<file path="src/rtl/irst_rekey_engine_pkg.sv">
// ---------------------------------------------------------------------------
// irst_rekey_engine_pkg
//
// Shared definitions for the instruction-randomization rekey engine:
//   - rekey_state_e : FSM state encoding, also exposed on the engine's
//                     dbg_state output so checkers can bind to it.
//   - TAPS_W8/16/32 : default Galois feedback masks for common key widths.
//   - default_taps(): picks the default mask for a given key width.
//
// Optional feature macro used by the engine: IRST_VERIFY_EN (adds the
// VERIFY state; the encoding below always reserves a code for it so the
// debug view is identical in both builds).
// ---------------------------------------------------------------------------
package irst_rekey_engine_pkg;

  typedef enum logic [2:0] {
    ST_IDLE   = 3'd0,
    ST_LOAD   = 3'd1,
    ST_READ   = 3'd2,
    ST_WRITE  = 3'd3,
    ST_VERIFY = 3'd4,
    ST_SWAP   = 3'd5
  } rekey_state_e;

  // Right-shifting Galois masks (bit 0 is the output tap).
  localparam logic [31:0] TAPS_W8  = 32'h0000_00B8;
  localparam logic [31:0] TAPS_W16 = 32'h0000_B400;
  localparam logic [31:0] TAPS_W32 = 32'h8020_0003;

  // Widths without a dedicated entry fall back to the 16-bit mask; pass an
  // explicit LFSR_TAPS for those if a maximal-length sequence matters.
  function automatic logic [31:0] default_taps(input int width);
    case (width)
      8:       return TAPS_W8;
      32:      return TAPS_W32;
      default: return TAPS_W16;
    endcase
  endfunction

endpackage

</file>
<file path="src/rtl/irst_rekey_engine_lfsr.sv">
// ---------------------------------------------------------------------------
// irst_lfsr
//
// Parametrised right-shifting Galois LFSR with a zero-state guard. The
// state can never become zero: any step that would produce zero yields 1.
//
// Ports:
//   clk       in  1  clock
//   rst       in  1  synchronous active-high reset (state <= RESET_VAL | 1)
//   load      in  1  state <= guard(step(state ^ load_val)); wins over step
//   step      in  1  state <= guard(step(state))
//   load_val  in  W  value mixed into the state on load
//   load_next out W  value the state takes if load is asserted this cycle
//   value     out W  current state
// ---------------------------------------------------------------------------
module irst_lfsr #(
  parameter int           W         = 16,
  parameter logic [W-1:0] TAPS      = 16'hB400,
  parameter logic [W-1:0] RESET_VAL = '0
) (
  input  logic         clk,
  input  logic         rst,
  input  logic         load,
  input  logic         step,
  input  logic [W-1:0] load_val,
  output logic [W-1:0] load_next,
  output logic [W-1:0] value
);

  localparam logic [W-1:0] ONE = {{(W-1){1'b0}}, 1'b1};

  logic [W-1:0] state_q;
  logic [W-1:0] step_next;

  // One Galois step: shift right, fold the taps in when a 1 falls out.
  function automatic logic [W-1:0] galois(input logic [W-1:0] v);
    logic [W-1:0] r;
    r = v >> 1;
    if (v[0]) r = r ^ TAPS;
    return r;
  endfunction

  function automatic logic [W-1:0] nonzero(input logic [W-1:0] v);
    return (v == '0) ? ONE : v;
  endfunction

  assign load_next = nonzero(galois(state_q ^ load_val));
  assign step_next = nonzero(galois(state_q));
  assign value     = state_q;

  always_ff @(posedge clk) begin
    if (rst) begin
      state_q <= RESET_VAL | ONE;
    end else if (load) begin
      state_q <= load_next;
    end else if (step) begin
      state_q <= step_next;
    end
  end

endmodule

</file>
<file path="src/rtl/irst_rekey_engine.sv">
// ---------------------------------------------------------------------------
// irst_rekey_engine
//
// Walks the whole instruction memory and re-encrypts every word in place:
//   new_word = stored_word ^ active_key ^ new_key
// The new key comes from an internal LFSR (irst_lfsr), seeded by XORing
// `seed` into its state when a pass begins. The pipeline is held stalled
// for the whole pass and the decode key is swapped in the same cycle the
// stall releases, so no fetch ever decodes with a half-updated key.
//
// Parameters:
//   DATA_W     instruction/key width (8..32)
//   ADDR_W     instruction memory address width
//   DEPTH      number of words processed (1 .. 2**ADDR_W)
//   LFSR_TAPS  Galois feedback mask (low DATA_W bits used)
//   KEY_RESET  active key after reset
//   AUTO_START 1: a pass runs automatically right after reset releases
//
// Ports:
//   clk               in   1       core clock
//   rst               in   1       synchronous active-high reset
//   start             in   1       rekey request, sampled only in IDLE
//   seed              in   DATA_W  mixed into the LFSR at LOAD
//   busy              out  1       high from LOAD through the last word
//   done              out  1       one-cycle pulse when the key swap lands
//   pipeline_stall_n  out  1       0 while a pass is running
//   active_key        out  DATA_W  key used by the decode randomizer
//   dbg_state         out  3       current FSM state (rekey_state_e)
//   imem_addr         out  ADDR_W  instruction memory address
//   imem_rd_data      in   DATA_W  read data, valid one cycle after imem_addr
//   imem_wr_en        out  1       write strobe
//   imem_wr_data      out  DATA_W  re-encrypted word (0 when not writing)
//   verify_err        out  1       only with IRST_VERIFY_EN: sticky
//                                  read-back mismatch flag
//
// Optional feature macro: IRST_VERIFY_EN. When defined, every WRITE is
// followed by a VERIFY cycle that compares the re-read word with what was
// written; any mismatch sets verify_err and suppresses the key swap (done
// still pulses). The memory is expected to return the newly written word
// when read in the cycle after the write (write-through read port).
//
// Handshake: start is a request with no ready; it is honoured only when the
// FSM is IDLE and is otherwise dropped (never queued). busy/pipeline_stall_n
// are the "in progress" indication and done is a single-cycle completion
// pulse coincident with the new active_key and the stall release.
// ---------------------------------------------------------------------------
module irst_rekey_engine
  import irst_rekey_engine_pkg::*;
#(
  parameter int          DATA_W     = 16,
  parameter int          ADDR_W     = 8,
  parameter int          DEPTH      = 256,
  parameter logic [31:0] LFSR_TAPS  = default_taps(DATA_W),
  parameter logic [31:0] KEY_RESET  = 32'h0,
  parameter bit          AUTO_START = 1'b1
) (
  input  logic              clk,
  input  logic              rst,
  input  logic              start,
  input  logic [DATA_W-1:0] seed,
  output logic              busy,
  output logic              done,
  output logic              pipeline_stall_n,
  output logic [DATA_W-1:0] active_key,
  output logic [2:0]        dbg_state,
  output logic [ADDR_W-1:0] imem_addr,
  input  logic [DATA_W-1:0] imem_rd_data,
  output logic              imem_wr_en,
  output logic [DATA_W-1:0] imem_wr_data
`ifdef IRST_VERIFY_EN
  ,
  output logic              verify_err
`endif
);

  localparam logic [DATA_W-1:0] KEY_RST   = KEY_RESET[DATA_W-1:0];
  localparam logic [DATA_W-1:0] TAPS      = LFSR_TAPS[DATA_W-1:0];
  // One extra address bit so DEPTH == 2**ADDR_W reaches its last word
  // without the counter wrapping back to zero first.
  localparam logic [ADDR_W:0]   LAST_ADDR = (ADDR_W+1)'(DEPTH - 1);

  rekey_state_e      state_q;
  logic [ADDR_W:0]   addr_q;
  logic [DATA_W-1:0] new_key_q;
  logic              pending_q;
  logic [DATA_W-1:0] lfsr_next;
  logic [DATA_W-1:0] lfsr_value;
  logic              lfsr_load;
  logic              last_word;
  logic              word_done;
  logic              swap_ok;

  assign dbg_state = state_q;
  assign imem_addr = addr_q[ADDR_W-1:0];
  assign last_word = (addr_q == LAST_ADDR);
  assign lfsr_load = (state_q == ST_LOAD);

  // Write data is formed from the read data that arrives in the WRITE
  // cycle itself, so it cannot be registered without adding a cycle per
  // word; it is forced to zero whenever the strobe is low.
  assign imem_wr_data = imem_wr_en ? (imem_rd_data ^ active_key ^ new_key_q)
                                   : '0;

`ifdef IRST_VERIFY_EN
  logic [DATA_W-1:0] wr_word_q;
  logic              verify_mismatch;

  assign verify_mismatch = (state_q == ST_VERIFY) && (imem_rd_data != wr_word_q);
  assign word_done       = (state_q == ST_VERIFY);
  // The last word's check lands in the same cycle as the swap decision.
  assign swap_ok         = !(verify_err || verify_mismatch);
`else
  assign word_done       = (state_q == ST_WRITE);
  assign swap_ok         = 1'b1;
`endif

  irst_lfsr #(
    .W         (DATA_W),
    .TAPS      (TAPS),
    .RESET_VAL (KEY_RST)
  ) u_lfsr (
    .clk       (clk),
    .rst       (rst),
    .load      (lfsr_load),
    .step      (1'b0),
    .load_val  (seed),
    .load_next (lfsr_next),
    .value     (lfsr_value)
  );

  // Kept for debug visibility of the generator; the engine only needs
  // the value the LFSR is about to take at LOAD.
  logic lfsr_unused;
  assign lfsr_unused = ^lfsr_value;

  always_ff @(posedge clk) begin
    if (rst) begin
      state_q          <= ST_IDLE;
      pending_q        <= AUTO_START;
      busy             <= 1'b0;
      done             <= 1'b0;
      pipeline_stall_n <= 1'b1;
      imem_wr_en       <= 1'b0;
      addr_q           <= '0;
      new_key_q        <= KEY_RST;
      active_key       <= KEY_RST;
`ifdef IRST_VERIFY_EN
      wr_word_q        <= '0;
      verify_err       <= 1'b0;
`endif
    end else begin
      done <= 1'b0;

      case (state_q)
        ST_IDLE: begin
          if (start || pending_q) begin
            pending_q        <= 1'b0;
            busy             <= 1'b1;
            pipeline_stall_n <= 1'b0;
            state_q          <= ST_LOAD;
`ifdef IRST_VERIFY_EN
            verify_err       <= 1'b0;
`endif
          end
        end

        ST_LOAD: begin
          // The LFSR takes the same value this cycle (lfsr_load is high).
          new_key_q <= lfsr_next;
          addr_q    <= '0;
          state_q   <= ST_READ;
        end

        ST_READ: begin
          imem_wr_en <= 1'b1;
          state_q    <= ST_WRITE;
        end

        ST_WRITE: begin
          imem_wr_en <= 1'b0;
`ifdef IRST_VERIFY_EN
          wr_word_q  <= imem_wr_data;
          state_q    <= ST_VERIFY;
`endif
        end

`ifdef IRST_VERIFY_EN
        ST_VERIFY: begin
          if (verify_mismatch) verify_err <= 1'b1;
        end
`endif

        ST_SWAP: begin
          state_q <= ST_IDLE;
        end

        default: begin
          state_q <= ST_IDLE;
        end
      endcase

      // End of one word: either step to the next address or finish the
      // pass. Stall release, done and the key swap share one edge.
      if (word_done) begin
        if (last_word) begin
          state_q          <= ST_SWAP;
          busy             <= 1'b0;
          done             <= 1'b1;
          pipeline_stall_n <= 1'b1;
          if (swap_ok) active_key <= new_key_q;
        end else begin
          addr_q  <= addr_q + 1'b1;
          state_q <= ST_READ;
        end
      end
    end
  end

endmodule

</file>
<file path="config.mk">
export PLATFORM = sky130hd
export DESIGN_NAME = irst_rekey_engine
export DESIGN_NICKNAME = d
export VERILOG_FILES = /design/src/rtl/irst_rekey_engine_pkg.sv /design/src/rtl/irst_rekey_engine_lfsr.sv /design/src/rtl/irst_rekey_engine.sv
export SDC_FILE = /design/constraint.sdc
export NUM_CORES = 1
export LEC_CHECK = 0
export BUFFER_PORTS_ARGS = -buffer_cell sky130_fd_sc_hd__buf_2
export CAP_MARGIN = 5
export CELL_PAD_IN_SITES_DETAIL_PLACEMENT = 1
export CELL_PAD_IN_SITES_GLOBAL_PLACEMENT = 1
export CORE_AREA = 2 2 101 103
export DETAILED_ROUTE_END_ITERATION = 10
export DIE_AREA = 0 0 103 105
export PLACE_DENSITY_LB_ADDON = 0.1
export SLEW_MARGIN = 20
export SYNTH_ARGS = -nofsm -noshare
export SYNTH_HDL_FRONTEND = slang
export SYNTH_SLANG_ARGS = --single-unit
export TNS_END_PERCENT = 100
</file>
<file path="constraint.sdc">
create_clock -name clk -period 2.6 [get_ports clk]
set_clock_uncertainty 0.2 [all_clocks]
set_input_delay 0.65 -clock clk [delete_from_list [all_inputs] [get_ports clk]]
set_output_delay 0.65 -clock clk [all_outputs]
set_load 0.05 [all_outputs]
</file>
# Word-level counts from Yosys, hierarchy flattened
# Cells that the tools add are included.
dict set report op_classes {
  addsub 1
  n_eq_ne 5
  n_mux 20
  bitwise_logic 5
  n_reduce_logical 7
}
# cell n
set op_table {}
lappend op_table {{$mux W16} 3}
lappend op_table {{$xor A16 B16 Y16} 3}
lappend op_table {{$mux W9} 3}
lappend op_table {{$logic_not A16 Y1} 1}
lappend op_table {{$add A9 B1 Y9 const B} 1}
lappend op_table {{$eq A9 B8 Y1 const B} 1}
lappend op_table {{$mux W1} 9}
lappend op_table {{$mux W3} 3}
lappend op_table {{$pmux W3 S3} 1}
lappend op_table {{$eq A3 B2 Y1 const B} 2}
lappend op_table {{$not A3 Y4} 1}
lappend op_table {{$reduce_and A2 Y1} 2}
lappend op_table {{$eq A3 B1 Y1 const B} 1}
lappend op_table {{$logic_not A3 Y1} 1}
lappend op_table {{$ne A3 B3 Y1 const B} 1}
lappend op_table {{$pmux W1 S2} 1}
lappend op_table {{$reduce_bool A2 Y1} 1}
lappend op_table {{$reduce_or A2 Y1} 1}
lappend op_table {{$logic_or A1 B1 Y1} 1}
lappend op_table {{$not A1 Y1} 1}
dict set report totals {
  reg_bits 65
  input_bits 35
  out_inout_bits 47
  wordCells 48
}

# Longest topological paths before layout
# Gate-level depths: netlist of run 1.
dict set report depth {
  ltp_word 5
  mapped_depth 6
  mapped_depth_nobuf 5
}

# Hierarchy
# A second synthesis of run 1 with hierarchy kept.
dict set report hier_totals {
  hier_cells 436
  area_unflattened_um2 3540.9
}
# module instances cells_each area_each_um2 seq_area_each_um2
set modules_own_cells {}
lappend modules_own_cells {irst_rekey_engine 1 297 2453.6 980.9}
lappend modules_own_cells {irst_lfsr 1 139 1087.3 320.3}

# Least setup slack after synthesis of run 1
# No wires, ideal clock.
dict set report synth_path {
  kind {flip-flop to output port}
  start {register active_key[15]}
  end {output port imem_wr_data[15]}
  t_arrival_ps 1388
  required_ps 1750
  path_slack_ps 362
  stages_incl_launch_ff 4
  path_buffers 0
  cell_sequence {dfxtp_1 xnor2_1 xnor2_1 and2_1}
}
dict set report synth_between {
  elab_chain_len 3
}
# item line_no
set synth_rtl {}
lappend synth_rtl {{start: declaration} irst_rekey_engine.sv:64} ;# output logic [DATA_W-1:0] active_key,
lappend synth_rtl {{start signal: assignment} irst_rekey_engine.sv:210} ;# if (swap_ok) active_key <= new_key_q;
lappend synth_rtl {{$xor A16 B16 Y16 (2 in a row)} irst_rekey_engine.sv:101} ;# assign imem_wr_data = imem_wr_en ? (imem_rd_data ^ active_key ^ new_key_q)
lappend synth_rtl {{$mux W16} irst_rekey_engine.sv:101}
lappend synth_rtl {{end: declaration} irst_rekey_engine.sv:69} ;# output logic [DATA_W-1:0] imem_wr_data
# Every way passes these cells.

# Worst setup path after layout of run 1
dict set report layout_path {
  start {register imem_wr_en}
  end {output port imem_wr_data[14]}
}
dict set report layout_between {
  elab_chain_len 1
}
# item line_no
set layout_rtl {}
lappend layout_rtl {{start: declaration} irst_rekey_engine.sv:68} ;# output logic imem_wr_en,
lappend layout_rtl {{start signal: assignment} irst_rekey_engine.sv:143} ;# imem_wr_en <= 1'b0;
lappend layout_rtl {{start signal: assignment} irst_rekey_engine.sv:175} ;# imem_wr_en <= 1'b1;
lappend layout_rtl {{start signal: assignment} irst_rekey_engine.sv:180} ;# imem_wr_en <= 1'b0;
lappend layout_rtl {{$mux W16} irst_rekey_engine.sv:101}
# Every way passes these cells.

==> results by group, run 1 <==
Clock tree
  • Clock tree buffer depth: 2
  • CTS sink count: 50
  • Root buffer cell: clkbuf_8
  • CTS Hold Bufs: 0
  • Clk slew on worst S/H paths: 0.08 ns
  • Post-CTS Setup Inserts: 0
  • TritonCTS clock tree: done
  • CTS Buf Count: 5
  • Clock Latency Late Sink: 0.30 ns
  • CTS-repair resized insts: 0
  • H-Tree Depth: 2

Setup path
  • CP max FO: 18
  • CP Capture Type: primary output
  • Reg2reg start: addr_q[0]
  • Critical path launch point type: flip-flop
  • Worst R2R Setup Slack: 0.47 ns
  • CP Capture Point: imem_wr_data[14]
  • Cells along the critical path: and2_1 -> buf_2
  • CP required: 1.75 ns
  • CP startpoint: imem_wr_en
  • Crit path kind: flip-flop to primary output
  • Worst R2R End: active_key[2]
  • Slowest cell on crit path: dfxtp_1
  • Worst endpoint data arrival time: 1.56 ns
  • Critical path's largest stage delay: 0.76 ns
  • R2R depth: 5

Global routing
  • Global-route wire length before repair: 10800 um
  • Gr ovfl total: 0
  • Vias in the first global route: 2118
  • Initial antenna violation count: 0
  • Largest net degree at the start of global routing: 34
  • GRT Total Usage: 0.126

Yosys
  • Syn Inst Count: 262
  • Yosys top cell by area: dfxtp_1
  • Net count after synthesis: 298
  • Synthesized area: 2570 um^2
  • Synth Register Bits: 50
  • Ys flop type: dfxtp_1
  • Synthesized area per cell: 9.81 um^2
  • Post-synth EDFFs: 0
  • Dominant cells by area after synthesis: dfxtp_1 (39%), xnor2_1 (17%), a22o_2 (5.8%)
  • Seq/Total Area, Yosys: 0.389
  • Post-synth top area share: 0.389
  • YS warnings: 0
  • Yosys cell types: 50
  • Async set-reset flop share out of synthesis: 0

Pwr
  • Internal Dissipation: 1.16 mW
  • Clock group share of total power: 0.265
  • Switch share: 0.325
  • Comb power frac: 0.233
  • Leak Pwr: 1.25 nW
  • Peak supply drop: 0.000245 V
  • Total power draw: 1.72 mW
  • Switch Pwr: 0.560 mW
  • Power Dens Cells: 551 nW/um^2
  • Sequential share of power: 0.502

Timing
  • Least-Margin Pin Slew: 0.941 ns
  • Final setup fails: 0
  • Final hold vios: 0
  • Slew Limit Fails: 0
  • Final worst path period share: 0.927
  • Setup tns final: 0 ns
  • RSZ-0062 raised after global routing: false
  • Peak Freq: 415 MHz
  • Minimum clock period: 2.41 ns
  • Rel. slew slack: 0.373

Final layout
  • Layout net count: 370
  • Share of cells above drive strength 1: 0.364
  • Most common cell after layout, fill and taps aside: buf_2
  • Most frequent cells in the layout: buf_2 (81), xnor2_1 (50), dfxtp_1 (50), nor2_1 (24), and2_1 (16)
  • Ant diodes: 0
  • Area grow syn2layout: 21.7%

Route
  • Drt total wl: 6610 um
  • DRC: 0
  • Vias: 2140
  • Post-detailed-route count of antenna-violating nets: 0
  • Post-DR vias/cell: 4.57
  • Drt initial violations: 38
  • DR pass1 iterations: 4
  • WL/cell: 14.1 um

Floorplan
  • Initial Utilization: 0.267
  • Die Width: 103 um
  • Core area: 9640 um^2
  • Ports: 82
  • Die footprint: 10800 um^2
  • Die H: 105 um
  • Core Rows: 36

Min path
  • Worst Hold Class: flip-flop to flip-flop

Run status
  • Status: finished clean

Placement
  • Port bufs: 81
  • Final GP Congestion: 0.666
  • Hpwl dp: 4880 um

Job
  • Max-cap violation count: 0
==> power by group through the flow <==
stage,combinational [mW],clock [mW],sequential [mW]
2_1_floorplan,0.295,0,0.889
3_3_place_gp,0.402,0,0.885
3_5_place_dp,0.408,0,0.887
4_1_cts,0.410,0.483,0.869
5_1_grt,0.444,0.504,0.877
6_report,0.402,0.457,0.866
==> through the flow <==
stage / util / cell area, um^2 / cells / setup WS [ns] / hold WS [ns]
floorplan: - / 2570 / 262 / 0.362 / 0.252
global placement: 0.315 / 3040 / 460 / 0.251 / 0.257
detailed placement: 0.315 / 3040 / 460 / 0.240 / 0.260
CTS: 0.324 / 3130 / 468 / 0.0959 / 0.283
global route: 0.324 / 3130 / 468 / 0.0660 / 0.314
finish: 0.324 / 3130 / 468 / 0.190 / 0.275
==> cell families after synthesis <==
| family | synth area share |
|---|---|
| AO/OA/AOI/OAI | 0.179 |
| flip-flops | 0.389 |
| XOR/XNOR | 0.180 |
| buffers and inverters | 0.0652 |
| AND/OR/NAND/NOR | 0.182 |
| adder cells (fa/ha/maj) | 0.00487 |
==> registers in the layout, summed over array words and instances, names as in the netlist <==
signal,flops
active_key,16
addr_q,9
busy,1
dbg_state,3
done,1
imem_wr_en,1
new_key_q,16
pending_q,1
pipeline_stall_n,1
u_lfsr.value,1
==> worst min-delay path by stage <==
stage | from | end | slack (ns) | cells after the start
finish | busy | busy | 0.28 | 1
global route | busy | busy | 0.31 | 1
CTS | busy | busy | 0.28 | 1
detailed placement | busy | busy | 0.26 | 1
global placement | busy | busy | 0.26 | 1
floorplan | pending_q | pending_q | 0.25 | 2
==> cell usage after synthesis, types with 2 or more instances <==
library cell	count
nor3_1	5
nor2_1	24
xnor2_1	50
a311oi_1	4
nand4_1	4
o31ai_1	3
a21oi_1	5
inv_1	3
dfxtp_1	50
clkbuf_8	2
buf_6	2
nand3_1	2
nand2b_1	2
and2_1	16
or4_1	2
o21ai_0	4
nand2_1	6
clkbuf_1	8
a22o_2	15
nor4_1	3
a211oi_1	15
buf_4	8
a31oi_1	2
==> critical path, delay by kind of cell (launching register included) <==
kind | cells | cell delay, ns
and+or+nand+nor | 1 | 0.24
buffers and inverters | 1 | 0.27
DFF | 1 | 0.76
==> layer usage <==
layer,GRT usage,vias up,routed length [um]
met5,0,-,0
met4,0.0226,0,34
met3,0.0261,2,350
met2,0.202,57,3140
met1,0.175,1021,3080
li1,-,1060,-
==> final cells by class <==
type                    count  area, um^2
flip-flops and latches     50        1000
multi-input cells         186        1410
fillers                  1167        6510
well taps                 133         166
clock buffers               6        72.6
inverters                   4        15.0
repair buffers             87         450
clock inverters             2        13.8
(Power assumes the default switching activity.)
==> inputs of run 2 (changes only) <==
--- a/config.mk
+++ b/config.mk
@@ -13,6 +13,7 @@
 export DETAILED_ROUTE_END_ITERATION = 10
 export DIE_AREA = 0 0 103 105
 export PLACE_DENSITY_LB_ADDON = 0.1
+export REMOVE_ABC_BUFFERS = 1
 export SLEW_MARGIN = 20
 export SYNTH_ARGS = -nofsm -noshare
 export SYNTH_HDL_FRONTEND = slang
==> run 2 against run 1 <==
Compared with the run above:
- combinational power is essentially flat
- clock power rose by 25%
- highest routed layer unchanged
- sequential share of layout area is 0.15 points lower
- maximum frequency is 2.9% higher
- via count fell by 2.2%
- sequential power is essentially flat
- final cell count fell by 0.21%
- critical path depth is the same
- clock-buffer cell count fell by 1
- die area unchanged
- routed wire length is 1.4% higher
- global-route usage is 0.11 points higher
==> results by group, run 2 (synthesized netlist as in run 1, its figures left out) <==
Floorplan
  • Core area: 9640 um^2 (unchanged)
  • Die Width: 103 um (unchanged)
  • Ports: 82 (unchanged)
  • Die H: 105 um (unchanged)
  • Core Rows: 36 (unchanged)
  • Initial Utilization: 0.267 (unchanged)
  • Die footprint: 10800 um^2 (unchanged)

Global routing
  • Gr ovfl total: 0 (unchanged)
  • Largest net degree at the start of global routing: 34 (unchanged)
  • Vias in the first global route: 2067 (-2.4%)
  • Global-route wire length before repair: 10800 um (+0.13%)
  • GRT Total Usage: 0.127 (+0.00105)
  • Initial antenna violation count: 0 (unchanged)

Clock tree
  • CTS Buf Count: 5 (unchanged)
  • H-Tree Depth: 2 (unchanged)
  • CTS sink count: 50 (unchanged)
  • CTS-repair resized insts: 0 (unchanged)
  • Root buffer cell: clkbuf_8
  • CTS Hold Bufs: 0 (unchanged)
  • Clk slew on worst S/H paths: 0.10 ns (+0.02 ns)
  • Clock tree buffer depth: 2 (unchanged)
  • Post-CTS Setup Inserts: 0 (unchanged)
  • Clock Latency Late Sink: 0.31 ns (about the same)
  • TritonCTS clock tree: done

Placement
  • Place WS: 0.274 ns (+0.0334 ns)
  • Hpwl dp: 4780 um (-2.0%)
  • Final GP Congestion: 0.711 (+6.8%)
  • Port bufs: 81 (unchanged)

Timing
  • Peak Freq: 427 MHz (+2.9%)
  • Setup slack after layout: 0.259 ns (+0.0688 ns)
  • RSZ-0062 raised after global routing: false
  • Rel. slew slack: 0.333 (-0.0405)
  • Setup tns final: 0 ns (unchanged)
  • Slew Limit Fails: 0 (unchanged)
  • Least-Margin Pin Slew: 1.00 ns (+0.0607 ns)
  • Final hold vios: 0 (unchanged)
  • Final worst path period share: 0.900 (-0.0265)
  • Final setup fails: 0 (unchanged)
  • Minimum clock period: 2.34 ns (-0.0688 ns)

Route
  • WL/cell: 14.3 um (+1.6%)
  • Met2 wire length: 3100 um (-1.3%)
  • Met3 wire length: 331 um (-5.4%)
  • DRC: 0 (unchanged)
  • Highest metal used: met4
  • Drt initial violations: 30 (-21%)
  • Post-DR vias/cell: 4.48 (-2.0%)
  • Post-detailed-route count of antenna-violating nets: 0 (unchanged)
  • Drt total wl: 6700 um (+1.4%)
  • Vias: 2093 (-2.2%)
  • Met1 wire length: 3190 um (+3.7%)
  • DR pass1 iterations: 4 (unchanged)

Pwr
  • Clock group share of total power: 0.311 (+0.046)
  • Sequential share of power: 0.470 (-0.032)
  • Leak Pwr: 1.24 nW (-0.46%)
  • Comb power frac: 0.219 (-0.014)
  • Power Dens Cells: 585 nW/um^2 (+6.1%)
  • Switch share: 0.315 (-0.0101)
  • Peak supply drop: 0.000228 V (-6.8%)
  • Internal Dissipation: 1.26 mW (+8.2%)
  • Total power draw: 1.84 mW (+6.6%)
  • Switch Pwr: 0.579 mW (+3.3%)

Setup path
  • Crit path kind: flip-flop to primary output
  • Worst R2R Setup Slack: 0.36 ns (-0.11 ns)
  • Worst endpoint data arrival time: 1.49 ns (-0.07 ns)
  • CP Capture Type: primary output
  • CP required: 1.75 ns (about the same)
  • Critical path launch point type: flip-flop
  • CP max FO: 18 (unchanged)

Min path
  • Worst Hold Class: flip-flop to flip-flop

Final layout
  • Layout net count: 368 (-0.54%)
  • Fillers: 1176 (+0.77%)
  • Largest regs: active_key (16), new_key_q (16), addr_q (9)
  • Area grow syn2layout: 22.2%
  • Share of cells above drive strength 1: 0.363 (-0.000816)
  • Most frequent cells in the layout: buf_2 (81), xnor2_1 (50), dfxtp_1 (50), nor2_1 (24), and2_1 (16)
  • Most common cell after layout, fill and taps aside: buf_2

Job
  • Max-cap violation count: 0 (unchanged)

Run status
  • Status: finished clean
==> run 2: cell type report <==
type / instances / area, um^2 / area share
Multi-Input combinational cell: 186 / 1410 / 0.448
Antenna cell: 1 / 2.50 / 0.000796
Tap cell: 133 / 166 / 0.0530
Timing Repair Buffer: 85 / 435 / 0.139
Clock inverter: 3 / 45.0 / 0.0143
Inverter: 4 / 15.0 / 0.00478
Clock buffer: 5 / 68.8 / 0.0219
Sequential cell: 50 / 1000 / 0.319
==> run 2: power groups by stage <==
stage          combinational (mW)  clock, mW  sequential (mW)
2_1_floorplan               0.268          0            0.898
3_3_place_gp                0.402          0            0.885
3_5_place_dp                0.408          0            0.885
4_1_cts                     0.411      0.599            0.867
5_1_grt                     0.443      0.630            0.876
6_report                    0.403      0.572            0.864
==> run 2: path summary, 6_finish.rpt <==
kind | cells after the start | from | end
max | 2 | imem_wr_en | imem_wr_data[10]
min | 2 | pipeline_stall_n | pipeline_stall_n
max reg2reg | 5 | addr_q[0] | active_key[14]
min reg2reg | 2 | pipeline_stall_n | pipeline_stall_n
==> run 2: per-stage QoR <==
step	util	std cells	hold slack (ns)	area, um^2
floorplan	-	240	0.252	2420
global placement	0.314	458	0.250	3030
detailed placement	0.314	458	0.263	3030
CTS	0.326	466	0.280	3140
global route	0.326	466	0.298	3140
finish	0.326	467	0.274	3140
==> run 2: worst max-delay path, cell delays in order, from the launching register on <==
cell     delay, ns
dfxtp_1       0.71
and2_1        0.21
buf_2         0.26
==> run 2: per-layer routing <==
metal	up-vias	GRT usage
li1	1055	-
met1	974	0.172
met2	59	0.199
met3	5	0.0321
met4	0	0.0338
met5	-	0
